### config.mk
export PLATFORM = sky130hd
export DESIGN_NAME = wb_regfile
export DESIGN_NICKNAME = d
export VERILOG_FILES = /design/src/rtl/wb_regfile.sv
export SDC_FILE = /design/constraint.sdc
export NUM_CORES = 2
export LEC_CHECK = 0
export ABC_AREA = 1
export BUFFER_PORTS_ARGS = -buffer_cell sky130_fd_sc_hd__buf_2
export CAP_MARGIN = 20
export CORE_MARGIN = 10
export CORE_UTILIZATION = 40
export DETAILED_ROUTE_END_ITERATION = 10
export SYNTH_ARGS = -nofsm -noshare
export SYNTH_HDL_FRONTEND = slang
export SYNTH_SLANG_ARGS = --single-unit
### constraint.sdc
create_clock -name clk -period 2.7 [get_ports clk]
set_input_delay 0.54 -clock clk [delete_from_list [all_inputs] [get_ports clk]]
set_output_delay 0.54 -clock clk [all_outputs]
set_load 0.02 [all_outputs]
### src/rtl/wb_regfile.sv
// Writeback stage register file: selects the writeback value, commits it to a
// 32-entry register file with a hard-wired zero entry, and serves two bypassed read ports.
module wb_regfile #(
    parameter int DATA_WIDTH = 32,
    parameter int ADDR_WIDTH = 5,
    parameter int CNT_WIDTH  = 32
) (
    input  logic                  clk,
    input  logic                  rst_n,
    input  logic [DATA_WIDTH-1:0] MemReadDataIn,
    input  logic [DATA_WIDTH-1:0] ALUResultIn,
    input  logic [ADDR_WIDTH-1:0] rdIn,
    input  logic                  MemToRegIn,
    input  logic                  RegWriteIn,
    input  logic [ADDR_WIDTH-1:0] rsAddr,
    input  logic [ADDR_WIDTH-1:0] rtAddr,
    output logic [DATA_WIDTH-1:0] rsData,
    output logic [DATA_WIDTH-1:0] rtData,
    output logic [DATA_WIDTH-1:0] WriteDataOut,
    output logic                  WriteValidOut,
    output logic [CNT_WIDTH-1:0]  RetireCount
);

    localparam int NUM_REGS = 1 << ADDR_WIDTH;

    // No handshake: one writeback is accepted every cycle and the block never stalls.

    // Entry 0 has no storage; reads of index 0 are forced to zero below.
    logic [DATA_WIDTH-1:0] regs [1:NUM_REGS-1];
    logic [CNT_WIDTH-1:0]  retireCount;

    assign WriteDataOut  = MemToRegIn ? MemReadDataIn : ALUResultIn;
    // rst_n gates the write so that bypass is suppressed while reset is held.
    assign WriteValidOut = RegWriteIn && (rdIn != '0) && rst_n;
    assign RetireCount   = retireCount;

    always_ff @(posedge clk or negedge rst_n) begin
        if (!rst_n) begin
            for (int i = 1; i < NUM_REGS; i++) begin
                regs[i] <= '0;
            end
        end else if (WriteValidOut) begin
            regs[rdIn] <= WriteDataOut;
        end
    end

    always_ff @(posedge clk or negedge rst_n) begin
        if (!rst_n) begin
            retireCount <= '0;
        end else if (WriteValidOut) begin
            retireCount <= retireCount + CNT_WIDTH'(1);
        end
    end

    // Write-before-read: a same-cycle write to the read index wins over the stored entry.
    always_comb begin
        rsData = '0;
        if (rsAddr != '0) begin
            if (WriteValidOut && (rsAddr == rdIn)) begin
                rsData = WriteDataOut;
            end else begin
                rsData = regs[rsAddr];
            end
        end
    end

    always_comb begin
        rtData = '0;
        if (rtAddr != '0) begin
            if (WriteValidOut && (rtAddr == rdIn)) begin
                rtData = WriteDataOut;
            end else begin
                rtData = regs[rtAddr];
            end
        end
    end

endmodule

# After elaboration in Yosys (flattened, before gate mapping)
# Cells that the tools add are included.
dict set report classes {
  add_sub_neg 1
  order_cmp 4
  eq_ne 2
  muxes 14
  bitwise_logic 3
  reduce_logical 8
}
# op n
set op_table {}
lappend op_table {{bitwise mux 992 bit} 1}
lappend op_table {{binary-select mux 32 bit (select 5 bit)} 2}
lappend op_table {{2-to-1 mux 32 bit} 10}
lappend op_table {{demux 32 bit (select 5 bit)} 1}
lappend op_table {{adder 32 x 1 -> 32 bit, second input constant} 1}
lappend op_table {{>= comparator 6 bit, second input constant} 3}
lappend op_table {{NOT 5 -> 6 bit} 3}
lappend op_table {{nonzero test 5 bit} 3}
lappend op_table {{equality test 5 bit} 2}
lappend op_table {{less-than comparator 6 x 1 -> 1 bit, second input constant} 1}
lappend op_table {{logical AND 1 bit} 5}
dict set report totals {
  ff_bits 1024
  inputBits 83
  out_inout_bits 129
  wordCells 64
}

# Logic depth before layout (Yosys ltp)
dict set report depth {
  word_depth 6
  mapped_depth 12
  mapped_depth_nobuf 11
}

# Worst setup path after synthesis
# Ideal clock, no wire load.
dict set report synth_timing {
  kind {input-to-output}
  startpoint {input port rdIn[2]}
  endpoint {output port rsData[10]}
  t_arrival_ns 1.832
  t_required_ns 2.160
  setup_slack_ns 0.328
  stages 11
  path_buffers 2
  cell_sequence {buf_4 -> nor3_4 -> nand2_2 -> nand2_4 -> inv_4 -> nand2_1 -> inv_2 -> buf_2 -> nand2_1 -> nand2_1 -> inv_1}
}
dict set report synth_via {
  elab_chain_len 6
  word_cells_on_any_way 7
  cone_classes {1 x eq/ne; 2 x mux; 4 x reduce/logical}
}
# item line_no
set synth_lines {}
lappend synth_lines {{from (decl)} 12} ;# input logic [ADDR_WIDTH-1:0] rdIn,
lappend synth_lines {{nonzero test 5 bit} 34} ;# assign WriteValidOut = RegWriteIn && (rdIn != '0) && rst_n;
lappend synth_lines {{logical AND 1 bit (2 in series)} 34}
lappend synth_lines {{logical AND 1 bit (*)} 59} ;# if (WriteValidOut && (rsAddr == rdIn)) begin
lappend synth_lines {{2-to-1 mux 32 bit (*)} 59}
lappend synth_lines {{2-to-1 mux 32 bit (*)} 58} ;# if (rsAddr != '0) begin
lappend synth_lines {{to (decl)} 17} ;# output logic [DATA_WIDTH-1:0] rsData,
# Mark *: on every way between the ends. The rest lies on a longest branch, timed or not.

# Worst setup path in the final report
dict set report layout_timing {
  startpoint {input port rtAddr[0]}
  endpoint {output port rtData[17]}
}
dict set report layout_via {
  elab_chain_len 6
  word_cells_on_any_way 9
  cone_classes {1 x eq/ne; 5 x mux; 1 x bitwise; 2 x reduce/logical}
}
# item line_no
set layout_lines {}
lappend layout_lines {{from (decl)} 16} ;# input logic [ADDR_WIDTH-1:0] rtAddr,
lappend layout_lines {{NOT 5 -> 6 bit (not written as such)} 73} ;# rtData = regs[rtAddr];
lappend layout_lines {{binary-select mux 32 bit (select 5 bit)} 73}
lappend layout_lines {{2-to-1 mux 32 bit (not written as such) (2 in series)} 73}
lappend layout_lines {{2-to-1 mux 32 bit} 70} ;# if (WriteValidOut && (rtAddr == rdIn)) begin
lappend layout_lines {{2-to-1 mux 32 bit (*)} 69} ;# if (rtAddr != '0) begin
lappend layout_lines {{to (decl)} 18} ;# output logic [DATA_WIDTH-1:0] rtData,
# Mark *: on every way between the ends. The rest lies on a longest branch, timed or not. The select of a mux whose other input is x is not followed.

==> summary.txt <==
Worst path top cell family by delay: buffers and inverters
largest family of logic cells by synthesized area: simple AND/OR/NAND/NOR gates
worst setup path start: rtAddr[0]
initial core utilization: 40.3%
final hold violation count: 0
chip height: 400 um
power density over the cells: 645 nW/um2
Num Clock Sinks: 1024
Routed Wire Length: 255000 um
first-pass GRT wire length: 372000 um
CP Cell Sequence: buf_16, clkinv_16, buf_16, buf_6, clkbuf_16, nand2_1, nand3_1, nand3_1, nand3_1, nand3_2, buf_6, nand3_4, nand2_2, inv_2, buf_6
most frequent cells in the layout: nand2_1, nand3_1, dfrtp_1
reg-to-reg startpoint: RetireCount[0]
worst path bufs/invs: 8
Area growth, synth to finish: 24.2%
Max Cap Viol: 0
Worst VDD drop: 0.548 mV
complex-gate fraction of the synthesized area: 9.04%
Hold Crit Start: ALUResultIn[7]
DRC violations left: 0
hold path depth: 3
Synth Area in XOR/XNOR: 0.424%
HP Class: input port to flip-flop
Setup CP Type: input port to output pin
First-pass DRT Iterations: 7
outcome: finished, violations left
WL met1: 105000 um
total CTS buffers: 117
CP startpoint kind: input port
Min-Delay Endpoint: regs[967]
Worst-Margin Slew: 0.941 ns
die area: 160000 um2
RSZ-0062 raised after global routing: true
Setup crit end kind: output pin
ratio of cells with drive above 1 in the final layout: 15.1%
final setup fails: 2
Final Cycle Share: 101%
Via Count: 62230
detailed placement HPWL: 152000 um
number of port buffers: 211
die width: 400 um
syn nets: 8425
total global-route track usage: 29.6%
vias in the first global route: 57386
Worst path slowest cell: buf_16
clock period minus worst slack: 2.73 ns
Core ar.: 144000 um2
CTS tree: done
I/O pin count: 212
# rows: 139
clk root buf: clkbuf_16
reg2reg setup slack: 0.74 ns
largest net degree at the start of global routing: 161
DR iter-0 viols: 10064
Met3 Routed Length: 31900 um
Clock Skew: 0.00538 ns
Reg2Reg Depth: 9
final core utilization: 50.0%
NumNets Final: 8551
Fmax: 366 MHz
remaining global-route overflow: 0
commonest non-fill, non-tap cell in the layout: nand2_1
syn avg cell area: 6.93 um2
failing checks: setup timing
data arrival at the endpoint of the critical path: 2.19 ns
P_leak: 33.0 nW
Synth Register Bits: 1024
Ys Warns: 0
CP max stage delay: 0.18 ns
Antenna Nets Post-Route: 0
Mapped Area: 57800 um2
Critical Path RT: 2.16 ns
drt wl/cell: 24.3 um
Clock Pin Slew Worst Setup and Hold Paths: 0.05 ns
critical path peak fanout: 7
initial antenna violation count: 7
Max clock buf depth: 3
Setup WS post-layout: -0.0339 ns
Yosys cell types: 34
Reg2Reg Capture Point: RetireCount[23]
vias per cell: 5.94
Slew Limit Fails: 0
Seq/Total Area, Yosys: 44.3%
pre-CTS setup slack: -0.248 ns
Post-Synth Adder-Cell Area: 0.0216%
wire length on met2: 107000 um
cell count after synthesis: 8341
mux cell area share after synthesis: 0%
gpl congestion: 0.913
H-Tree Depth: 3
top routing layer used: met5
max-slew headroom at the worst pin: 37.3%
worst-skew pair later-pin latency: 0.76 ns
Post-Synth Simple-Gate Area: 39.6%
==> state kept, by name, indices dropped and copies added, names as in the netlist <==
name / flops
RetireCount: 32
regs: 992
==> cell usage after synthesis, drive strengths merged <==
| cell | n | area share, % |
|---|---|---|
| xor2 | 18 | 0.27 |
| inv | 160 | 1.0 |
| xnor2 | 10 | 0.15 |
| buf | 336 | 3.0 |
| nand4 | 8 | 0.087 |
| nor4 | 3 | 0.058 |
| dfrtp | 1024 | 44 |
| nand2 | 3289 | 21 |
| o211ai | 8 | 0.10 |
| or2 | 31 | 0.34 |
| nand3b | 6 | 0.078 |
| nand3 | 1945 | 17 |
| clkbuf | 406 | 2.6 |
| o21ai | 1031 | 8.9 |
| nor3 | 26 | 0.35 |
| ha | 1 | 0.022 |
| a21oi | 2 | 0.017 |
| clkinv | 1 | 0.0065 |
| nor2 | 36 | 0.25 |
==> worst max path at each step <==
| stage | to | slack (ns) | cells after the start |
|---|---|---|---|
| after global routing | rtData[9] | -0.07 | 12 |
| after CTS | rsData[12] | 0.002 | 10 |
| after floorplan | rsData[10] | 0.33 | 11 |
| after global placement | rtData[9] | -0.19 | 11 |
| final | rtData[17] | -0.03 | 15 |
| after detailed placement | rtData[9] | -0.25 | 11 |
==> cells by family (layout without fill, tap and decap cells) <==
logic type      count (synthesis)  count (layout)
buf+inv                       903            1127
flops                        1024            1024
other cells                     0               4
xor+xnor                       28              28
compound gates               1041            1041
fa+ha+maj                       1               1
simple gates                 5344            5344
==> area by class of cell <==
class | instances | area [um2]
repair buffers | 749 | 8930
fillers | 14023 | 71800
clock inverters | 45 | 643
flip-flops and latches | 1024 | 25600
diodes | 4 | 10.0
clock buffers | 172 | 3480
well taps | 1903 | 2380
multi-input cells | 6414 | 30000
inverters | 161 | 723
==> report_power, final <==
part | total, mW | switching [mW] | internal [mW]
sequential | 19.5 | 1.93 | 17.6
clock | 17.2 | 7.08 | 10.1
combinational | 9.59 | 5.90 | 3.69
total | 46.3 | 14.9 | 31.4
==> metal layers <==
layer | vias up | GRT usage, %
met1 | 29691 | 41.6
met2 | 4123 | 43.0
met4 | 4 | 13.0
li1 | 27761 | -
met3 | 651 | 6.83
met5 | - | 0
==> timing repair <==
action	4_1_cts	5_1_grt
pin swaps	3	111
setup buffers	4	29
cloned	6	33
hold buffers	1	0
gates resized for setup	67	332
endpoints found under the hold margin	2	0
setup endpoints to repair	58	64
==> worst reg2reg max path, cell delays in order, from the launching register on <==
cell and delay, ns:
dfrtp_1 0.46, inv_1 0.12, nor3_1 0.34, nand3b_1 0.12, nor2_1 0.33, nand3_1 0.19
inv_1 0.12, nand2_1 0.05, nand2_1 0.08, nand2_1 0.04
==> through the flow <==
| stage | hold slack (ns) | setup TNS, ns | power, mW | cells | cell area [um2] |
|---|---|---|---|---|---|
| detailed placement | 0.473 | -4.46 | 28.5 | 10184 | 64600 |
| global route | 0.312 | -1.37 | 48.4 | 10468 | 71800 |
| CTS | 0.266 | 0 | 45.7 | 10412 | 69300 |
| floorplan | 0.244 | 0 | 24.8 | 8341 | 57800 |
| finish | 0.289 | -0.0385 | 46.3 | 10472 | 71800 |
| global placement | 0.466 | -2.06 | 28.2 | 10184 | 64600 |
Power figures use the tool's default switching activity.
